File: config.mk
export PLATFORM = sky130hd
export DESIGN_NAME = mem_bus_arbiter
export DESIGN_NICKNAME = d
export VERILOG_FILES = /design/src/rtl/mem_bus_arbiter_pkg.sv /design/src/rtl/mem_bus_arbiter_rr_picker.sv /design/src/rtl/mem_bus_arbiter.sv
export SDC_FILE = /design/constraint.sdc
export NUM_CORES = 1
export LEC_CHECK = 0
export CAP_MARGIN = 20
export CORE_MARGIN = 3
export CORE_UTILIZATION = 39
export DETAILED_ROUTE_END_ITERATION = 8
export GPL_ROUTABILITY_DRIVEN = 0
export PLACE_DENSITY = 0.87
export REMOVE_ABC_BUFFERS = 1
export SYNTH_ARGS = -nofsm -noshare
export SYNTH_HDL_FRONTEND = slang
export SYNTH_SLANG_ARGS = --single-unit
File: constraint.sdc
create_clock -name clk -period 2.2 [get_ports clk]
set_input_delay 0.55 -clock clk [delete_from_list [all_inputs] [get_ports clk]]
set_output_delay 0.55 -clock clk [all_outputs]
set_load 0.03 [all_outputs]
File: src/rtl/mem_bus_arbiter_pkg.sv
// rtl/mem_bus_arbiter_pkg.sv - shared constants and helpers for the memory bus arbiter
//
// Purpose: state encoding, requester index constants and a clog2 helper
//          shared by mem_bus_arbiter and rr_picker.
// Ports:   none (package).
package mem_bus_arbiter_pkg;

    // Arbiter state encoding
    localparam logic [1:0] IDLE   = 2'd0;
    localparam logic [1:0] ACCESS = 2'd1;
    localparam logic [1:0] ACK    = 2'd2;

    // Requester slots
    localparam int REQ_FETCH = 0;
    localparam int REQ_DATA  = 1;
    localparam int REQ_IO    = 2;

    // Smallest r with 2**r >= v
    function automatic int clog2(input int v);
        int r;
        r = 0;
        while ((1 << r) < v) begin
            r = r + 1;
        end
        return r;
    endfunction

endpackage

File: src/rtl/mem_bus_arbiter_rr_picker.sv
// rtl/mem_bus_arbiter_rr_picker.sv - combinational round-robin winner select
//
// Purpose: scans req starting at rr_ptr, wrapping mod NREQ, and returns the
//          first set bit as a one-hot vector plus its binary index.
// Ports:   req     - request levels
//          rr_ptr  - highest-priority index this round (must be < NREQ)
//          winner  - one-hot winner (all zero when req == 0)
//          win_idx - binary index of winner (0 when req == 0)
module rr_picker #(
    parameter int NREQ = 3,
    parameter int PW   = 2
) (
    input  logic [NREQ-1:0] req,
    input  logic [PW-1:0]   rr_ptr,
    output logic [NREQ-1:0] winner,
    output logic [PW-1:0]   win_idx
);

    always_comb begin
        int  idx;
        logic found;
        winner  = '0;
        win_idx = '0;
        found   = 1'b0;
        idx     = 0;
        for (int k = 0; k < NREQ; k++) begin
            // Explicit wrap: NREQ need not be a power of two
            idx = int'(rr_ptr) + k;
            if (idx >= NREQ) begin
                idx = idx - NREQ;
            end
            if (!found && req[idx]) begin
                winner[idx] = 1'b1;
                win_idx     = PW'(idx);
                found       = 1'b1;
            end
        end
    end

endmodule

File: src/rtl/mem_bus_arbiter.sv
// rtl/mem_bus_arbiter.sv - round-robin arbiter sharing one memory port among NREQ masters
//
// Purpose: one transaction at a time; the winner's request is latched, driven
//          on the memory port for WAIT+1 cycles, read data is captured, and a
//          one-cycle ack returns to the winner, followed by one idle cycle.
// Ports:   clk, reset (async, active-low)
//          req/req_wen/req_addr/req_wdata - per-requester request (flattened buses)
//          gnt   - one-hot grant, high during ACCESS and ACK
//          ack   - one-hot completion pulse
//          rdata - data of the last completed read
//          mem_en/mem_wen/mem_addr/mem_wdata/mem_rdata - memory port
//          busy  - transaction in progress
module mem_bus_arbiter
    import mem_bus_arbiter_pkg::*;
#(
    parameter int NREQ = 3,
    parameter int AW   = 32,
    parameter int DW   = 32,
    parameter int WAIT = 2
) (
    input  logic               clk,
    input  logic               reset,
    input  logic [NREQ-1:0]    req,
    input  logic [NREQ-1:0]    req_wen,
    input  logic [NREQ*AW-1:0] req_addr,
    input  logic [NREQ*DW-1:0] req_wdata,
    output logic [NREQ-1:0]    gnt,
    output logic [NREQ-1:0]    ack,
    output logic [DW-1:0]      rdata,
    output logic               mem_en,
    output logic               mem_wen,
    output logic [AW-1:0]      mem_addr,
    output logic [DW-1:0]      mem_wdata,
    input  logic [DW-1:0]      mem_rdata,
    output logic               busy
);

    localparam int PW = (NREQ > 1) ? clog2(NREQ) : 1;

    logic [1:0]      state;
    logic [NREQ-1:0] gnt_q;
    logic [PW-1:0]   idx_q;
    logic [PW-1:0]   rr_ptr;
    logic [AW-1:0]   addr_q;
    logic [DW-1:0]   wdata_q;
    logic            wen_q;
    logic [3:0]      wait_cnt;
    logic [DW-1:0]   rdata_q;

    logic [NREQ-1:0] winner;
    logic [PW-1:0]   win_idx;

    rr_picker #(
        .NREQ (NREQ),
        .PW   (PW)
    ) u_rr_picker (
        .req     (req),
        .rr_ptr  (rr_ptr),
        .winner  (winner),
        .win_idx (win_idx)
    );

    always_ff @(posedge clk or negedge reset) begin
        if (!reset) begin
            state    <= IDLE;
            gnt_q    <= '0;
            idx_q    <= '0;
            rr_ptr   <= '0;
            addr_q   <= '0;
            wdata_q  <= '0;
            wen_q    <= 1'b0;
            wait_cnt <= '0;
            rdata_q  <= '0;
        end else begin
            case (state)
                IDLE: begin
                    if (|req) begin
                        gnt_q    <= winner;
                        idx_q    <= win_idx;
                        addr_q   <= req_addr[int'(win_idx)*AW +: AW];
                        wdata_q  <= req_wdata[int'(win_idx)*DW +: DW];
                        wen_q    <= req_wen[win_idx];
                        wait_cnt <= 4'(WAIT);
                        state    <= ACCESS;
                    end
                end
                ACCESS: begin
                    if (wait_cnt != 4'd0) begin
                        wait_cnt <= wait_cnt - 4'd1;
                    end else begin
                        if (!wen_q) begin
                            rdata_q <= mem_rdata;
                        end
                        state <= ACK;
                    end
                end
                ACK: begin
                    rr_ptr <= (int'(idx_q) == NREQ - 1) ? '0 : idx_q + 1'b1;
                    gnt_q  <= '0;
                    state  <= IDLE;
                end
                default: begin
                    gnt_q <= '0;
                    state <= IDLE;
                end
            endcase
        end
    end

    // Memory outputs decode from state so an async reset drops them at once,
    // and the bus is zeroed outside ACCESS.
    assign mem_en    = (state == ACCESS);
    assign mem_wen   = (state == ACCESS) && wen_q;
    assign mem_addr  = (state == ACCESS) ? addr_q : '0;
    assign mem_wdata = (state == ACCESS) ? wdata_q : '0;
    assign ack       = (state == ACK) ? gnt_q : '0;
    assign gnt       = gnt_q;
    assign rdata     = rdata_q;
    assign busy      = (state != IDLE);

endmodule

==> impl_metrics.py <==
metrics = {
    "routing": {
        "ant_nets": 0,
        "num_vias": 6481,
        "wl_per_cell_um": 20.1,
        "via_per_inst": 5.39,
        "routed_wl_um": 24100,
        "drc": 0,
        "dr.pass1.iters": 5,
        "drt_iter0_markers": 432,
    },
    "flow_run": {
        "maxCapViolCount": 0,
    },
    "setup_path": {
        "start_kind": "register",
        "r2r-start": "rr_ptr[0]",
        "r2r_slack_ns": -0.02,
        "startpoint": "rr_ptr[0]",
        "end_kind": "register",
        "worstPathArrival_ns": 2.49,
        "required_ns": 2.47,
        "crit_type": "register to register",
        "reg2regPathDepth": 9,
        "rr_endpoint": "addr_q[19]",
        "cp_max_fo": 7,
    },
    "layout": {
        "layout.area.seq_sq_um": 2750,
        "final_cells": 1203,
        "multi_input_area_sq_um": 3370,
        "drive_gt1_share_pct": 24.8,
        "fin_nets": 1224,
        "fin_area_sq_um": 11000,
        "synthToLayoutAreaGrowth_pct": 81.1,
        "antenna_cells": 0,
        "nFillCells": 1046,
    },
    "place": {
        "port_buffers": 336,
        "place_area_sq_um": 10100,
        "hpwlAfterDp_um": 16500,
        "dp.cells": 1167,
    },
    "sta": {
        "rsz0062_at_grt": "yes",
        "relSlewSlack_pct": 71.4,
        "hold_violations": 0,
        "skew_ns": 0.00806,
        "drv_slew": 0,
        "finalSetupTns_ns": -0.0545,
        "worst_slew_pin_slew_ns": 0.428,
        "setup_violations": 8,
        "fin_crit_sh_pct": 101,
        "period_needed_ns": 2.22,
        "finalWorstSetupSlack_ns": -0.0200,
        "fmax_mhz": 450,
    },
    "floorplanning": {
        "pin_count": 337,
        "dieHeight_um": 131,
        "rows": 45,
        "core_sq_um": 15300,
        "start_util_pct": 39.9,
        "die_x_um": 131,
        "die_area_sq_um": 17100,
    },
    "pwr": {
        "p_per_area_nw_per_um2": 1710,
        "pwr-share-clk_pct": 9.1,
        "pwr-share-comb_pct": 71.6,
        "swShare_pct": 45.0,
        "ir_drop_v": 0.000911,
        "leakage_nw": 4.75,
        "finalPower_mw": 18.9,
        "intPower_mw": 10.4,
        "power_switching_mw": 8.49,
        "power_frac_seq_pct": 19.3,
    },
    "logic_synthesis": {
        "async_flop_share_pct": 100,
        "synth_edf_count": 0,
        "yosys_warnings": 0,
        "synth_seq_cells": 110,
        "avgSynthCellArea_sq_um": 9.79,
        "synth_area_sq_um": 6080,
        "synth_most_common_cell": "dfrtp_1",
        "netlist.area_leader.share_pct": 45.3,
        "synth_common_cells": "dfrtp_1, nor2_1, a21oi_1",
        "synthFlopType": "dfrtp_1",
        "synth_cell_types": 41,
        "synth_area_leader_cell": "dfrtp_1",
        "seq_area_frac_synth_pct": 45.3,
        "synthCells": 621,
        "synthTopCellsByArea": "dfrtp_1, mux2i_1, and2_1",
    },
    "clock_network": {
        "clock_latency_ns": 0.35,
        "clkSinkCount": 110,
        "clk_path_buf_depth": 2,
        "cts_tree": "built",
        "cts_buffers": 9,
        "root_buffer": "clkbuf_16",
        "clk_pin_slew_worst_paths_ns": 0.08,
        "ctsHtreeMaxLevel": 3,
    },
    "outcome": {
        "failed_checks": "setup timing",
        "status": "finished, violations left",
    },
    "global_route": {
        "grt_pass1_vias": 6093,
        "grt_use_total_pct": 24.2,
        "antenna_found_initial": 0,
        "grt.overflow.total": 0,
        "grt_max_degree": 68,
        "grt_pass1_wl_um": 32200,
    },
    "hold_path": {
        "hold_path.class": "primary input to asynchronous set/reset pin",
    },
}
## stage by stage
step | setup slack [ns] | utilization [%] | hold slack (ns)
4_1_cts | 0.000753 | 68.0 | 0.174
3_3_place_gp | -0.321 | 65.9 | 0.468
6_report | -0.0200 | 72.2 | 0.164
3_5_place_dp | -0.446 | 65.9 | 0.479
5_1_grt | -0.107 | 72.2 | 0.174
2_1_floorplan | -2.07 | - | 0.254
## what timing repair did
action / CTS / global route
gates resized for setup: 12 / 78
pin swaps: 0 / 10
cloned: 0 / 10
setup endpoints to repair: 118 / 126
buffers inserted: 0 / 10
hold buffers: 0 / 0
## registers in the layout, indices dropped and copies added (netlist names)
| signal | cells |
|---|---|
| rdata | 32 |
| state | 2 |
| rr_ptr | 2 |
| addr_q | 32 |
| wdata_q | 32 |
| gnt | 3 |
| idx_q | 2 |
| wait_cnt | 4 |
| wen_q | 1 |
## cell usage in the layout (no fill, tap or decap), types with 10 or more instances in the layout
master	instances
nand2_1	11
and2_1	64
o22ai_1	43
a21oi_1	71
o21ai_0	13
o22ai_2	20
buf_12	33
buf_4	87
buf_6	13
clkdlybuf4s50_1	262
dfrtp_1	110
mux2_2	31
clkbuf_16	15
mux2i_1	52
nor2_1	73
mux2i_2	10
## worst max path at each step
stage | to | slack [ns] | cells past startpoint
global route | addr_q[30] | -0.11 | 10
finish | addr_q[19] | -0.02 | 9
CTS | mem_addr[9] | 0.0008 | 5
global placement | addr_q[4] | -0.32 | 8
floorplan | addr_q[0] | -2.07 | 7
detailed placement | addr_q[3] | -0.45 | 8
## worst max-delay path, cell delays in order (launching register included)
cell	delay, ns
dfrtp_1	0.44
inv_2	0.11
ha_4	0.21
buf_4	0.14
nor2b_2	0.17
a32oi_2	0.23
o21ai_4	0.13
or2_4	0.34
clkbuf_16	0.20
o22ai_2	0.17
## power by group through the flow
stage	logic (mW)	clock network, mW	registers [mW]
2_1_floorplan	6.05	0	4.12
3_3_place_gp	11.7	0	3.57
3_5_place_dp	11.9	0	3.64
4_1_cts	12.0	1.76	3.61
5_1_grt	14.2	1.84	3.75
6_report	13.5	1.72	3.64
## cells by family after synthesis
kind of cell / Yosys count / synth area share, %
multiplexers: 101 / 17.3
adder cells (fa/ha/maj): 5 / 1.03
XOR/XNOR: 1 / 0.144
buffers and inverters: 60 / 5.49
AO/OA/AOI/OAI: 165 / 15.6
flip-flops: 110 / 45.3
AND/OR/NAND/NOR: 179 / 15.2
## layer usage
layer | GRT usage, % | wire (um) | vias to the layer above
met5 | 0 | 0 | -
met4 | 10.9 | 901 | 0
met3 | 5.16 | 1770 | 75
met2 | 40.8 | 12200 | 347
met1 | 29.8 | 9280 | 3122
li1 | - | - | 2937
## layout make-up
cell class	count	area share, %
repair buffers	407	39.0
multi-input cells	452	30.6
flip-flops and latches	110	25.0
well taps	211	2.40
clock buffers	9	2.04
clock inverters	7	0.727
inverters	7	0.284
Note: power is estimated with default switching activity, not from simulation.
